File: src/rtl/hex_scroll_pkg.sv
// hex_scroll_pkg
// Shared definitions for the HEX scroll controller:
//   - scroll_state_t : scroll FSM state encoding (IDLE / SCROLL / HOLD)
//   - BLANK_CODE_DEFAULT : character code that renders as an empty digit
//   - wrap_idx : index add modulo a power-of-two buffer length
package hex_scroll_pkg;

  typedef enum logic [1:0] {
    IDLE   = 2'd0,
    SCROLL = 2'd1,
    HOLD   = 2'd2
  } scroll_state_t;

  localparam logic [3:0] BLANK_CODE_DEFAULT = 4'hF;

  // len is a power of two, so masking is the modulo.
  function automatic int unsigned wrap_idx(int unsigned base, int unsigned off,
                                           int unsigned len);
    return (base + off) & (len - 1);
  endfunction

endpackage

File: src/rtl/hex_scroll_ctrl_tick.sv
// hex_tick_gen
// Scroll-rate prescaler. Counts 0..TICK_DIV-1 while en is high and raises
// tick for the single cycle in which the count equals TICK_DIV-1; the count
// then wraps to 0. Whenever en is low the counter is held at 0.
// Ports:
//   clk, rst_n : clock, asynchronous active-low reset
//   en         : count enable
//   tick       : one-cycle scroll tick
module hex_tick_gen #(
  parameter int TICK_DIV = 25000000
) (
  input  logic clk,
  input  logic rst_n,
  input  logic en,
  output logic tick
);

  localparam int CW = $clog2(TICK_DIV);
  localparam logic [CW-1:0] LAST = CW'(TICK_DIV - 1);

  logic [CW-1:0] cnt;

  always_ff @(posedge clk or negedge rst_n) begin
    if (!rst_n) begin
      cnt <= '0;
    end else if (!en || cnt == LAST) begin
      cnt <= '0;
    end else begin
      cnt <= cnt + 1'b1;
    end
  end

  assign tick = en && (cnt == LAST);

endmodule

File: src/rtl/hex_scroll_ctrl.sv
// hex_scroll_ctrl
// Scrolls an MSG_LEN-entry buffer of 4-bit character codes across four
// seven-segment decoders, one position per tick. After the last position
// the final window is held for HOLD_TICKS ticks, then done pulses and the
// display blanks.
// Build option: define HEX_SCROLL_BLINK_EN to blink the window during HOLD
// (message / blank alternating per tick, message first).
// Ports:
//   clk, rst_n        : clock, asynchronous active-low reset
//   start, stop       : one-cycle pulses; stop wins when both are high
//   wr_en/addr/data   : message buffer write port (accepted only in IDLE)
//   wr_err            : one-cycle pulse when a write arrives while busy
//   busy              : high in SCROLL or HOLD
//   done              : one-cycle pulse on normal completion
//   pos               : current scroll position
//   code3..code0      : codes for HEX3 (leftmost) .. HEX0 (rightmost)
// Handshake: start/stop/wr_en are single-cycle strobes sampled on the rising
// clock edge; there is no ready, a strobe is either acted on or dropped
// (wr_err flags dropped writes).
module hex_scroll_ctrl
  import hex_scroll_pkg::*;
#(
  parameter int         TICK_DIV   = 25000000,
  parameter int         MSG_LEN    = 8,
  parameter int         HOLD_TICKS = 4,
  parameter logic [3:0] BLANK_CODE = BLANK_CODE_DEFAULT
) (
  input  logic                       clk,
  input  logic                       rst_n,
  input  logic                       start,
  input  logic                       stop,
  input  logic                       wr_en,
  input  logic [$clog2(MSG_LEN)-1:0] wr_addr,
  input  logic [3:0]                 wr_data,
  output logic                       wr_err,
  output logic                       busy,
  output logic                       done,
  output logic [$clog2(MSG_LEN)-1:0] pos,
  output logic [3:0]                 code3,
  output logic [3:0]                 code2,
  output logic [3:0]                 code1,
  output logic [3:0]                 code0
);

  localparam int AW = $clog2(MSG_LEN);
  localparam int HW = (HOLD_TICKS > 1) ? $clog2(HOLD_TICKS) : 1;
  localparam logic [AW-1:0] POS_LAST  = AW'(MSG_LEN - 1);
  localparam logic [HW-1:0] HOLD_LAST = HW'(HOLD_TICKS - 1);

  scroll_state_t state, next_state;
  logic          tick;
  logic [3:0]    msg [MSG_LEN];
  logic [HW-1:0] hold_cnt;
  logic          hold_done;
  logic [3:0]    win3, win2, win1, win0;

  hex_tick_gen #(.TICK_DIV(TICK_DIV)) u_tick (
    .clk  (clk),
    .rst_n(rst_n),
    .en   (busy),
    .tick (tick)
  );

  assign hold_done = (state == HOLD) && tick && (hold_cnt == HOLD_LAST);

  // State register
  always_ff @(posedge clk or negedge rst_n) begin
    if (!rst_n) state <= IDLE;
    else        state <= next_state;
  end

  // Next-state logic
  always_comb begin
    next_state = state;
    case (state)
      IDLE:    if (start && !stop) next_state = SCROLL;
      SCROLL:  if (stop) next_state = IDLE;
               else if (tick && pos == POS_LAST) next_state = HOLD;
      HOLD:    if (stop || hold_done) next_state = IDLE;
      default: next_state = IDLE;
    endcase
  end

  // FSM outputs
  always_comb begin
    busy = (state == SCROLL) || (state == HOLD);
  end

  // Message buffer: writable only while idle.
  always_ff @(posedge clk or negedge rst_n) begin
    if (!rst_n) begin
      for (int i = 0; i < MSG_LEN; i++) msg[i] <= BLANK_CODE;
    end else if (wr_en && state == IDLE) begin
      msg[wr_addr] <= wr_data;
    end
  end

  // Position, hold counter and status pulses.
  always_ff @(posedge clk or negedge rst_n) begin
    if (!rst_n) begin
      pos      <= '0;
      hold_cnt <= '0;
      done     <= 1'b0;
      wr_err   <= 1'b0;
    end else begin
      wr_err <= wr_en && busy;
      done   <= hold_done && !stop;
      if (state == IDLE || next_state == IDLE) begin
        pos <= '0;
      end else if (state == SCROLL && tick && pos != POS_LAST) begin
        pos <= pos + 1'b1;
      end
      if (state != HOLD)  hold_cnt <= '0;
      else if (tick)      hold_cnt <= hold_cnt + 1'b1;
    end
  end

  assign win3 = msg[pos];
  assign win2 = msg[AW'(wrap_idx(32'(pos), 1, MSG_LEN))];
  assign win1 = msg[AW'(wrap_idx(32'(pos), 2, MSG_LEN))];
  assign win0 = msg[AW'(wrap_idx(32'(pos), 3, MSG_LEN))];

`ifdef HEX_SCROLL_BLINK_EN
  // show_msg selects message (1) or blank (0) for the next HOLD window.
  logic show_msg;

  always_ff @(posedge clk or negedge rst_n) begin
    if (!rst_n)                    show_msg <= 1'b1;
    else if (state != HOLD)        show_msg <= 1'b1;
    else if (tick)                 show_msg <= ~show_msg;
  end

  always_ff @(posedge clk or negedge rst_n) begin
    if (!rst_n) begin
      {code3, code2, code1, code0} <= {4{BLANK_CODE}};
    end else if (hold_done && !stop) begin
      // Final hold tick: message stays up one cycle before IDLE blanks it.
      {code3, code2, code1, code0} <= {win3, win2, win1, win0};
    end else if (next_state == IDLE) begin
      {code3, code2, code1, code0} <= {4{BLANK_CODE}};
    end else if (state == SCROLL) begin
      {code3, code2, code1, code0} <= {win3, win2, win1, win0};
    end else if (state == HOLD) begin
      {code3, code2, code1, code0} <= show_msg ? {win3, win2, win1, win0}
                                               : {4{BLANK_CODE}};
    end
  end
`else
  // Window lags pos by one cycle; HOLD keeps the last registered window.
  always_ff @(posedge clk or negedge rst_n) begin
    if (!rst_n) begin
      {code3, code2, code1, code0} <= {4{BLANK_CODE}};
    end else if (next_state == IDLE) begin
      {code3, code2, code1, code0} <= {4{BLANK_CODE}};
    end else if (state == SCROLL) begin
      {code3, code2, code1, code0} <= {win3, win2, win1, win0};
    end
  end
`endif

endmodule

File: config.mk
export PLATFORM = sky130hd
export DESIGN_NAME = hex_scroll_ctrl
export DESIGN_NICKNAME = d
export VERILOG_FILES = /design/src/rtl/hex_scroll_pkg.sv /design/src/rtl/hex_scroll_ctrl_tick.sv /design/src/rtl/hex_scroll_ctrl.sv
export SDC_FILE = /design/constraint.sdc
export NUM_CORES = 1
export LEC_CHECK = 0
export ABC_AREA = 0
export CAP_MARGIN = 15
export CORE_ASPECT_RATIO = 1.2
export CORE_UTILIZATION = 59
export DETAILED_ROUTE_END_ITERATION = 10
export PLACE_DENSITY = 0.8
export REMOVE_ABC_BUFFERS = 1
export SETUP_SLACK_MARGIN = 0.1
export SYNTH_ARGS = -nofsm -noshare
export SYNTH_HDL_FRONTEND = slang
export SYNTH_HIERARCHICAL = 1
export SYNTH_SLANG_ARGS = --single-unit
export TNS_END_PERCENT = 10
File: constraint.sdc
create_clock -name clk -period 3.05 [get_ports clk]
set_input_delay 0.61 -clock clk [delete_from_list [all_inputs] [get_ports clk]]
set_output_delay 0.61 -clock clk [all_outputs]
set_load 0.01 [all_outputs]
Word-level counts from Yosys, hierarchy flattened
Index checks and enable logic that the tools add are counted.

Add/sub/neg operators: 6. $lt $le $gt $ge: 6. Equality and inequality tests: 7. Mux-type cells: 33. Bitwise operators: 5. Reductions and logical operators: 22.

Operator list (number): $mux W4 (17); $bmux W4 S3 (4); $bwmux W32 (1); $add A25 B1 Y25 const B (1); $eq A25 B25 Y1 const B (1); $mux W25 (1); $ge A4 B4 Y1 const B (5); $not A3 Y4 (5); $demux W4 S3 (1); $mux W2 (6); $logic_and A1 B1 Y1 (11); $add A3 B1 Y3 const B (2); $add A3 B2 Y3 const B (2); $mux W3 (2); $pmux W2 S3 (1); $reduce_bool A2 Y1 (3); $eq A2 B2 Y1 const B (2); $logic_not A2 Y1 (2); $logic_or A1 B1 Y1 (4); $lt A4 B1 Y1 const B (1); $eq A3 B3 Y1 const B (1); $ne A3 B3 Y1 const B (1); $add A2 B1 Y2 const B (1); $eq A2 B1 Y1 const B (1); other kinds (2) (3).

Register bits: 82. Input port bits: 12. Word-level logic and storage cells: 97.

Longest topological paths before layout
Gate-level depths: netlist of the first run.

Word-level depth: 11. Mapped depth: 11. Gate-level depth less buffers: 8.

Hierarchy
Netlist of the first run, hierarchy kept.

By module, submodules not included: hex_scroll_ctrl (instances 1, cells an instance 248, area each 3429.5 sq um); hex_tick_gen (instances 1, cells an instance 140, area each 1316.3 sq um).

Least setup slack after synthesis of the first run
OpenSTA, ideal clock, no wires.

Path kind: flip-flop to flip-flop. From: register u_tick.cnt[17]. To: register code0[0]. Setup time: 0.082 ns. Arrival: 2.516 ns. Slack: 0.453 ns. Cell stages (with the launch flop): 11. Path buffers: 2. Cell sequence: dfrtp_1 > or4b_2 > nor3_1 > nand3_1 > nor3_1 > clkbuf_2 > nand2_1 > a221oi_1 > o22ai_2 > buf_2 > o211ai_1.

Cells in the longest elaborated chain, start to end: 9.

RTL lines: start, declared (line hex_scroll_ctrl_tick.sv:21) `logic [CW-1:0] cnt;`; start signal, assigned (line hex_scroll_ctrl_tick.sv:29) `cnt <= cnt + 1'b1;`; $eq A25 B25 Y1 (*) (line hex_scroll_ctrl_tick.sv:33) `assign tick = en && (cnt == LAST);`; $logic_and A1 B1 Y1 (*) (line hex_scroll_ctrl_tick.sv:33); via tick (line hex_scroll_ctrl.sv:51) `logic tick;`; $logic_and A1 B1 Y1 (2 in a row) (line hex_scroll_ctrl.sv:64) `assign hold_done = (state == HOLD) && tick && (hold_cnt == HOLD_LAST);`; $logic_or A1 B1 Y1 (line hex_scroll_ctrl.sv:79) `HOLD: if (stop || hold_done) next_state = IDLE;`; $mux W2 (line hex_scroll_ctrl.sv:79); $pmux W2 S3 (*) (line hex_scroll_ctrl.sv:75) `case (state)`; $logic_not A2 Y1 (*) (line hex_scroll_ctrl.sv:153) `end else if (next_state == IDLE) begin`; $mux W4 / $reduce_bool A2 Y1 (equally long branches); end signal, assigned (line hex_scroll_ctrl.sv:152) `{code3, code2, code1, code0} <= {4{BLANK_CODE}};`; end signal, assigned (line hex_scroll_ctrl.sv:154) `{code3, code2, code1, code0} <= {4{BLANK_CODE}};`; end signal, assigned (line hex_scroll_ctrl.sv:156) `{code3, code2, code1, code0} <= {win3, win2, win1, win0};`; end, declared (line hex_scroll_ctrl.sv:42) `output logic [3:0] code0`.

Mark *: on every way through the listed nets, which the timed path passes. The rest lies on a longest branch. A chain may end at the register's enable or synchronous reset.

Worst setup path after layout of the first run
From: register u_tick.cnt[17]. To: register pos[0].

Cells in the longest elaborated chain, start to end: 10.

RTL lines: $eq A25 B25 Y1 (*) (line hex_scroll_ctrl_tick.sv:33); $logic_and A1 B1 Y1 (*) (line hex_scroll_ctrl_tick.sv:33); via tick (line hex_scroll_ctrl.sv:51); $logic_and A1 B1 Y1 (2 in a row) (line hex_scroll_ctrl.sv:64); $logic_or A1 B1 Y1 (line hex_scroll_ctrl.sv:79); $mux W2 (line hex_scroll_ctrl.sv:79); $pmux W2 S3 (line hex_scroll_ctrl.sv:75); $logic_not A2 Y1 (line hex_scroll_ctrl.sv:108) `if (state == IDLE || next_state == IDLE) begin`; $logic_or A1 B1 Y1 (line hex_scroll_ctrl.sv:108); $mux W3 / $reduce_bool A2 Y1 (equally long branches); end signal, assigned (line hex_scroll_ctrl.sv:111) `pos <= pos + 1'b1;`; end, declared (line hex_scroll_ctrl.sv:38) `output logic [$clog2(MSG_LEN)-1:0] pos,`.

Marks and branches as above.

==> report_table.html, run 1 <==
<table>
<tr><th>Metric</th><th>Value</th></tr>
<tr><th colspan="2">Outcome</th></tr>
<tr><td>Run status</td><td>finished, violations left</td></tr>
<tr><td>Violated checks</td><td>design-rule violations</td></tr>
<tr><th colspan="2">STA</th></tr>
<tr><td>Number of pins exceeding their max-slew limit in the final report</td><td>0</td></tr>
<tr><td>Worst path setup slack after routing</td><td>~180 ps</td></tr>
<tr><td>Final hold vios</td><td>0</td></tr>
<tr><td>Final clock skew</td><td>10.5 ps</td></tr>
<tr><td>Final worst-path cycle share</td><td>94.0%</td></tr>
<tr><td>Actual transition at the worst max-transition pin</td><td>989 ps</td></tr>
<tr><td>RSZ-0062 raised after global routing</td><td>true</td></tr>
<tr><td>Achievable frequency</td><td>0.349 GHz</td></tr>
<tr><td>Post-layout minimum cycle time</td><td>2870 ps</td></tr>
<tr><td>Relative slew margins</td><td>34.0%</td></tr>
<tr><td>Final setup violation count</td><td>0</td></tr>
<tr><td>Total negative slack</td><td>0 ps</td></tr>
<tr><th colspan="2">Synth</th></tr>
<tr><td>Cell type contributing the most total cell area after synthesis</td><td>dfstp_2</td></tr>
<tr><td>Netlist Area Pre-Place</td><td>4750 µm²</td></tr>
<tr><td>Mean area per synthesized cell</td><td>12.2 µm²</td></tr>
<tr><td>Share of Yosys cell area claimed by the top area cell type</td><td>26.6%</td></tr>
<tr><td>Most frequently used flop master after synthesis</td><td>dfstp_2</td></tr>
<tr><td>Ys Warns</td><td>6</td></tr>
<tr><td>Number of distinct standard cells referenced by the synthesized netlist</td><td>47</td></tr>
<tr><td>Largest cells by area after synthesis</td><td>dfstp_2 (27%), dfrtp_1 (18%), mux4_2 (10%)</td></tr>
<tr><td>Async S/R FF share, synth</td><td>100%</td></tr>
<tr><td>Register area share after synthesis</td><td>44.5%</td></tr>
<tr><td>Most common library cells after synthesis</td><td>dfstp_2 (48), nor2_1 (41), dfrtp_1 (34), mux2_2 (34), nand2_1 (24)</td></tr>
<tr><td>EDFF count, synth</td><td>0</td></tr>
<tr><td>Total of flip-flops plus latches after synthesis</td><td>82</td></tr>
<tr><td>Instance count of the mapped netlist</td><td>slightly below 400</td></tr>
<tr><td>Library cell with the highest instance count after synthesis</td><td>dfstp_2</td></tr>
<tr><th colspan="2">Floorplanning</th></tr>
<tr><td>Die ar.</td><td>8410 µm²</td></tr>
<tr><td>Die Ht</td><td>100 µm</td></tr>
<tr><td>Number of I/O pins</td><td>34</td></tr>
<tr><td>Standard-cell rows</td><td>35</td></tr>
<tr><td>Placeable core area</td><td>7750 µm²</td></tr>
<tr><td>Initial standard-cell utilization of the core</td><td>about three fifths</td></tr>
<tr><td>X dimension of the die</td><td>roughly 84 µm</td></tr>
<tr><th colspan="2">Worst setup path</th></tr>
<tr><td>CP arrival</td><td>3120 ps</td></tr>
<tr><td>Crit Reg-Reg Startpoint</td><td>u_tick/cnt[17]</td></tr>
<tr><td>Endpoint of the lowest-slack register-to-register path</td><td>pos[0]</td></tr>
<tr><td>CP max stage delay</td><td>680 ps</td></tr>
<tr><td>Ordered list of cells on the worst path</td><td>or4b_2 &gt; nor3_1 &gt; nand3_1 &gt; nor3_1 &gt; buf_4 &gt; nand2_1 &gt; a221oi_4 &gt; o22ai_4 &gt; and3b_1</td></tr>
<tr><td>Element type at the critical path end</td><td>flop</td></tr>
<tr><td>Kind of launch point of the worst setup path</td><td>flop</td></tr>
<tr><td>Worst Path Max Fanout</td><td>19</td></tr>
<tr><td>Required time at the endpoint of the critical path</td><td>3310 ps</td></tr>
<tr><td>Worst r2r path cells</td><td>9</td></tr>
<tr><td>Slowest cell on the critical path</td><td>or4b_2</td></tr>
<tr><td>Critical path class</td><td>reg2reg</td></tr>
<tr><td>Register-to-register setup slack</td><td>180 ps</td></tr>
<tr><td>Most used cell, CP</td><td>nor3_1</td></tr>
<tr><th colspan="2">Final layout</th></tr>
<tr><td>Final nets</td><td>441</td></tr>
<tr><td>Footprint of the multi-input gates</td><td>2530 µm²</td></tr>
<tr><td>Proportion of layout cells with a drive suffix above 1</td><td>31.5%</td></tr>
<tr><td>Layout filler cell count</td><td>568</td></tr>
<tr><td>Area occupied by registers</td><td>2110 µm²</td></tr>
<tr><td>Antenna Diode Count</td><td>0</td></tr>
<tr><td>Final cell area excluding filler cells</td><td>5340 µm²</td></tr>
<tr><td>Area Growth Syn to Fin</td><td>12.5%</td></tr>
<tr><td>Final cell count without fillers</td><td>517</td></tr>
<tr><th colspan="2">Clock tree</th></tr>
<tr><td>TritonCTS clock tree</td><td>yes</td></tr>
<tr><td>Number of buffers inserted during clock tree synthesis</td><td>9</td></tr>
<tr><td>Clk pin slew, worst setup/hold paths</td><td>about 90 ps</td></tr>
<tr><td>Clock latency on the worst-skew pair</td><td>360 ps</td></tr>
<tr><td>Clock root buffer</td><td>clkbuf_8</td></tr>
<tr><td>Clock sink total</td><td>82</td></tr>
<tr><td># H-tree levels</td><td>3</td></tr>
<tr><td>CTS hold repair buffers</td><td>0</td></tr>
<tr><td>Largest buffer count on any clock path</td><td>2</td></tr>
<tr><th colspan="2">Global routing</th></tr>
<tr><td>First-pass GRT wire length</td><td>16300 µm</td></tr>
<tr><td>Number of global-route vias before repair</td><td>3307</td></tr>
<tr><td>Gr ovfl total</td><td>0</td></tr>
<tr><td>Pin count of the biggest net entering global routing</td><td>83</td></tr>
<tr><td>Global Route Usage Sum</td><td>25.2%</td></tr>
<tr><td>Number of antenna violations at the first check in global routing</td><td>0</td></tr>
<tr><th colspan="2">Place</th></tr>
<tr><td>Pre-CTS WS</td><td>50.1 ps</td></tr>
<tr><td>Final HPWL from detailed placement</td><td>approximately 6900 µm</td></tr>
<tr><td>Routability congestion estimate from global placement</td><td>0.788</td></tr>
<tr><td>Cell count after placement</td><td>501</td></tr>
<tr><td>Number of port buffers</td><td>33</td></tr>
<tr><td>Post-placement cell area</td><td>5120 µm²</td></tr>
<tr><th colspan="2">Drt</th></tr>
<tr><td>Final antenna-violating net count</td><td>0</td></tr>
<tr><td>Via density per instance</td><td>6.38</td></tr>
<tr><td>Vias</td><td>3300</td></tr>
<tr><td>Final routed DRC violation total</td><td>6</td></tr>
<tr><td>Post-detailed-route wirelength per cell</td><td>18.9 µm</td></tr>
<tr><td>Number of DRC markers after the initial detailed-route iteration</td><td>171</td></tr>
<tr><td>First-pass detailed-route iteration total</td><td>8</td></tr>
<tr><td>Total wire length</td><td>between 9000 and 10000 µm</td></tr>
<tr><th colspan="2">Flow run</th></tr>
<tr><td>Max-capacitance violation count</td><td>0</td></tr>
<tr><th colspan="2">Worst hold path</th></tr>
<tr><td>Worst min-delay path category</td><td>in2async</td></tr>
<tr><th colspan="2">Power and ir drop</th></tr>
<tr><td>Final Power</td><td>3.94 mW</td></tr>
<tr><td>Peak supply drop</td><td>between 0.3 and 0.4 mV</td></tr>
<tr><td>Leakage power</td><td>2.03 nW</td></tr>
<tr><td>Total power per unit cell area</td><td>737 nW/µm²</td></tr>
</table>
==> cell usage in the layout (no fill, tap or decap), types with 6 or more instances in the layout <==
cell,netlist,routed
nand2_1,24,24
ha_1,9,9
dfstp_2,48,48
or3_1,7,7
xnor2_1,8,8
o21ai_0,12,12
dfrtp_1,34,34
nor2_1,41,41
clkdlybuf4s50_1,0,32
o31ai_1,6,6
mux4_2,21,21
a21oi_1,10,10
mux4_1,10,10
nand3_1,10,10
a211oi_1,7,7
nor2b_1,11,11
clkbuf_8,0,11
xor2_1,6,6
mux2_2,34,34
inv_1,9,9
or4_1,7,7
buf_4,2,7
==> state kept, by name (all words and copies together) (netlist names) <==
signal	cells
code0	4
code1	4
code2	4
code3	4
done	1
hold_cnt	2
msg	32
pos	3
state	2
u_tick/cnt	25
wr_err	1
==> logic make-up (layout without fill, tap and decap cells) <==
kind of cell	after synthesis	count (layout)	synth area share [%]
muxes	70	70	24.6
xor gates and xnor gates	15	15	3.16
AOI/OAI and AO/OA	51	51	7.28
DFF	82	82	44.5
adders and majority gates	9	9	2.37
and+or+nand+nor	134	134	14.9
buffers and inverters	27	64	3.14
==> power breakdown <==
group	switching [mW]	internal, mW
Clock	0.394	0.335
Sequential	0.328	1.61
Combinational	0.525	0.744
==> through the flow <==
| stage | hold WS (ps) | util [%] |
|---|---|---|
| floorplan | 314 | - |
| global placement | 467 | 66.0 |
| detailed placement | 486 | 66.0 |
| CTS | 452 | 68.5 |
| global route | 511 | 68.9 |
| finish | 419 | 68.9 |
==> worst max-delay path: cells and delay by family (launching register included) <==
| kind | cells | cell delay [ps] |
|---|---|---|
| simple gates | 6 | 1590 |
| buf+inv | 1 | 180 |
| compound gates | 2 | 570 |
| flops | 1 | 420 |
==> metal layers <==
layer	vias up	track usage, %	wire length (µm)
met4	0	10.5	198
met3	19	4.28	327
met5	-	0	0
met2	83	44.8	5210
met1	1662	30.6	4040
li1	1536	-	-
==> cell type report <==
cell class | instances | area share [%]
timing repair buffer | 39 | 6.98
clock inverter | 5 | 0.539
sequential | 82 | 39.5
tap | 92 | 2.16
multi-input combinational | 279 | 47.3
inverter | 9 | 0.632
clock buffer | 11 | 2.83
==> worst max path at each step <==
stage	slack, ps	end	from	depth (start not counted)
final	180	pos[0]	u_tick/cnt[17]	9
after global routing	70	pos[0]	u_tick/cnt[17]	9
after CTS	90	pos[0]	u_tick/cnt[17]	9
after detailed placement	50	code3[3]	u_tick/cnt[17]	9
after global placement	160	code3[2]	u_tick/cnt[17]	9
after floorplan	160	pos[2]	u_tick/cnt[17]	8
==> repair_timing <==
action | 4_1_cts | 5_1_grt
endpoints found under the setup margin | 8 | 19
setup buffers | 0 | 0
pin swaps | 0 | 1
resized for setup | 1 | 4
hold endpoints to repair | 0 | 0
Note: power is estimated with default switching activity, not from simulation.
==> run 2: changes to the inputs <==
Settings changed: SLEW_MARGIN from default to 30.
==> run 2 against run 1 <==
Against the previous run:
- the run still ends with design-rule violations left
- routed wire length is essentially flat
- count of clock-buffer cells in the layout is the same
- die area is the same
- design area is essentially flat
- critical endpoint unchanged
- largest power group unchanged
==> report_table.html, run 2 (same netlist as run 1, synthesis figures left out) <==
<table>
<tr><th>Metric</th><th>Value</th></tr>
<tr><th colspan="2">Outcome</th></tr>
<tr><td>Run status</td><td>finished, violations left</td></tr>
<tr><td>Violated checks</td><td>design-rule violations</td></tr>
<tr><th colspan="2">Clock tree</th></tr>
<tr><td>Number of buffers inserted during clock tree synthesis</td><td>9</td></tr>
<tr><td>CTS hold repair buffers</td><td>0</td></tr>
<tr><td>Total setup buffers inserted after CTS</td><td>0</td></tr>
<tr><td>Clock root buffer</td><td>clkbuf_8</td></tr>
<tr><td>Clock sink total</td><td>82</td></tr>
<tr><td>Clk pin slew, worst setup/hold paths</td><td>90 ps</td></tr>
<tr><td>TritonCTS clock tree</td><td>yes</td></tr>
<tr><td>Largest buffer count on any clock path</td><td>2</td></tr>
<tr><td>Clock latency on the worst-skew pair</td><td>360 ps</td></tr>
<tr><td># H-tree levels</td><td>3</td></tr>
<tr><th colspan="2">Floorplanning</th></tr>
<tr><td>Placeable core area</td><td>7750 µm²</td></tr>
<tr><td>Standard-cell rows</td><td>35</td></tr>
<tr><td>Die ar.</td><td>8410 µm²</td></tr>
<tr><td>Die Ht</td><td>100 µm</td></tr>
<tr><td>Initial standard-cell utilization of the core</td><td>61.2%</td></tr>
<tr><td>Number of I/O pins</td><td>34</td></tr>
<tr><td>X dimension of the die</td><td>83.9 µm</td></tr>
<tr><th colspan="2">STA</th></tr>
<tr><td>Final hold vios</td><td>0</td></tr>
<tr><td>Number of pins exceeding their max-slew limit in the final report</td><td>0</td></tr>
<tr><td>RSZ-0062 raised after global routing</td><td>true</td></tr>
<tr><td>Final worst-path cycle share</td><td>94.3%</td></tr>
<tr><td>Actual transition at the worst max-transition pin</td><td>710 ps</td></tr>
<tr><td>Relative slew margins</td><td>52.7%</td></tr>
<tr><td>Post-layout minimum cycle time</td><td>between 2000 and 3000 ps</td></tr>
<tr><td>Final setup violation count</td><td>0</td></tr>
<tr><td>Final hold slack</td><td>289 ps</td></tr>
<tr><td>Final clock skew</td><td>10.5 ps</td></tr>
<tr><td>Achievable frequency</td><td>roughly 0.35 GHz</td></tr>
<tr><td>Total negative slack</td><td>0 ps</td></tr>
<tr><th colspan="2">Drt</th></tr>
<tr><td>Total wire length</td><td>9770 µm</td></tr>
<tr><td>Number of DRC markers after the initial detailed-route iteration</td><td>~170</td></tr>
<tr><td>Vias</td><td>3284</td></tr>
<tr><td>Via density per instance</td><td>6.35</td></tr>
<tr><td>Post-detailed-route wirelength per cell</td><td>18.9 µm</td></tr>
<tr><td>Top layer reached by signal wires</td><td>met4</td></tr>
<tr><td>Met2 routed wirelength</td><td>approximately 5200 µm</td></tr>
<tr><td>First-pass detailed-route iteration total</td><td>8</td></tr>
<tr><td>Final routed DRC violation total</td><td>6</td></tr>
<tr><td>Final antenna-violating net count</td><td>0</td></tr>
<tr><td>Total length of routed met3 wires</td><td>330 µm</td></tr>
<tr><td>Routed met1 length</td><td>4040 µm</td></tr>
<tr><th colspan="2">Final layout</th></tr>
<tr><td>Final nets</td><td>441</td></tr>
<tr><td>Area Growth Syn to Fin</td><td>12.6%</td></tr>
<tr><td>Most common library cell in the layout ignoring fill and taps</td><td>dfstp_2</td></tr>
<tr><td>Most frequent cells in the layout</td><td>dfstp_2 (48), nor2_1 (41), mux2_2 (34), dfrtp_1 (34), clkdlybuf4s50_1 (32)</td></tr>
<tr><td>Antenna Diode Count</td><td>0</td></tr>
<tr><td>Proportion of layout cells with a drive suffix above 1</td><td>31.5%</td></tr>
<tr><td>Registers with the most flip-flops</td><td>msg: 32 flops, u_tick/cnt: 25 flops</td></tr>
<tr><td>Largest register FFs</td><td>32</td></tr>
<tr><td>Top reg by flops</td><td>msg</td></tr>
<tr><th colspan="2">Worst setup path</th></tr>
<tr><td>Critical path class</td><td>reg2reg</td></tr>
<tr><td>Crit Reg-Reg Startpoint</td><td>u_tick/cnt[17]</td></tr>
<tr><td>Worst Path Max Fanout</td><td>19</td></tr>
<tr><td>Worst r2r path cells</td><td>9</td></tr>
<tr><td>Kind of launch point of the worst setup path</td><td>flop</td></tr>
<tr><td>Worst setup endpoint</td><td>pos[0]</td></tr>
<tr><td>CP arrival</td><td>3130 ps</td></tr>
<tr><td>Critical path startpoint</td><td>u_tick/cnt[17]</td></tr>
<tr><td>Required time at the endpoint of the critical path</td><td>3300 ps</td></tr>
<tr><td>Endpoint of the lowest-slack register-to-register path</td><td>pos[0]</td></tr>
<tr><td>Register-to-register setup slack</td><td>170 ps</td></tr>
<tr><td>Element type at the critical path end</td><td>flop</td></tr>
<tr><th colspan="2">Power and ir drop</th></tr>
<tr><td>Total power per unit cell area</td><td>737 nW/µm²</td></tr>
<tr><td>Leakage power</td><td>2.03 nW</td></tr>
<tr><td>Peak supply drop</td><td>0.324 mV</td></tr>
<tr><th colspan="2">Global routing</th></tr>
<tr><td>Number of antenna violations at the first check in global routing</td><td>0</td></tr>
<tr><td>First-pass GRT wire length</td><td>16300 µm</td></tr>
<tr><td>Number of global-route vias before repair</td><td>roughly 3300</td></tr>
<tr><td>Pin count of the biggest net entering global routing</td><td>83</td></tr>
<tr><td>Global Route Usage Sum</td><td>25.2%</td></tr>
<tr><td>Gr ovfl total</td><td>0</td></tr>
<tr><th colspan="2">Place</th></tr>
<tr><td>Final HPWL from detailed placement</td><td>6860 µm</td></tr>
<tr><td>Routability congestion estimate from global placement</td><td>0.788</td></tr>
<tr><td>Number of port buffers</td><td>33</td></tr>
<tr><th colspan="2">Worst hold path</th></tr>
<tr><td>Worst min-delay path category</td><td>in2async</td></tr>
<tr><th colspan="2">Flow run</th></tr>
<tr><td>Max-capacitance violation count</td><td>0</td></tr>
</table>
[run 2: cell counts in the layout (fill, tap and decap cells not counted)]
No cell type changed its count.
[run 2: worst min-delay path by stage]
stage,endpoint,slack [ps],cells after the start
after floorplan,done,310,0
after detailed placement,u_tick/cnt[0],490,1
final,u_tick/cnt[14],290,1
after global routing,u_tick/cnt[2],340,1
after CTS,u_tick/cnt[2],450,1
after global placement,u_tick/cnt[0],470,1
[run 2: critical path, stage by stage, from the launching register on]
cell and delay (ps):
dfrtp_1 420, or4b_2 680, nor3_1 280, nand3_1 120, nor3_1 160, buf_4 180, nand2_1 150, a221oi_4 370
o22ai_4 200, and3b_1 210
[run 2: timing repair]
item	CTS	global route
pin swaps	0	1
endpoints found under the hold margin	0	0
gates resized for setup	1	4
endpoints found under the setup margin	8	19
[run 2: layout make-up]
cell class                 count  area [µm²]
multi-input combinational    279        2530
clock inverter                 5        28.8
tap                           92         115
fill                         568        2410
timing repair buffer          39         377
sequential                    82        2110
clock buffer                  11         151
inverter                       9        33.8
[run 2: through the flow]
stage / setup WS (ps) / instance area (µm²) / utilization [%] / power [mW] / std cells
detailed placement: 50.1 / 5120 / 66.0 / 3.19 / 501
floorplan: 162 / 4630 / - / 2.67 / 370
global placement: 163 / 5120 / 66.0 / 3.10 / 501
CTS: 91.1 / 5310 / 68.5 / 3.93 / 517
global route: 73.3 / 5350 / 69.0 / 4.16 / 517
finish: 175 / 5350 / 69.0 / 3.94 / 517
[run 2: power by group]
| part | switching [mW] | total [mW] | leakage (nW) | internal (mW) |
|---|---|---|---|---|
| Sequential | 0.328 | 1.94 | 0.976 | 1.61 |
| Combinational | 0.526 | 1.27 | 0.963 | 0.744 |
| Clock | 0.393 | 0.728 | 0.0888 | 0.335 |
| Total | 1.25 | 3.94 | 2.03 | 2.69 |
[run 2: per-layer routing]
layer	vias up	global-route usage [%]
li1	1537	-
met1	1640	30.6
met2	88	44.8
met3	19	4.28
met4	0	10.5
met5	-	0
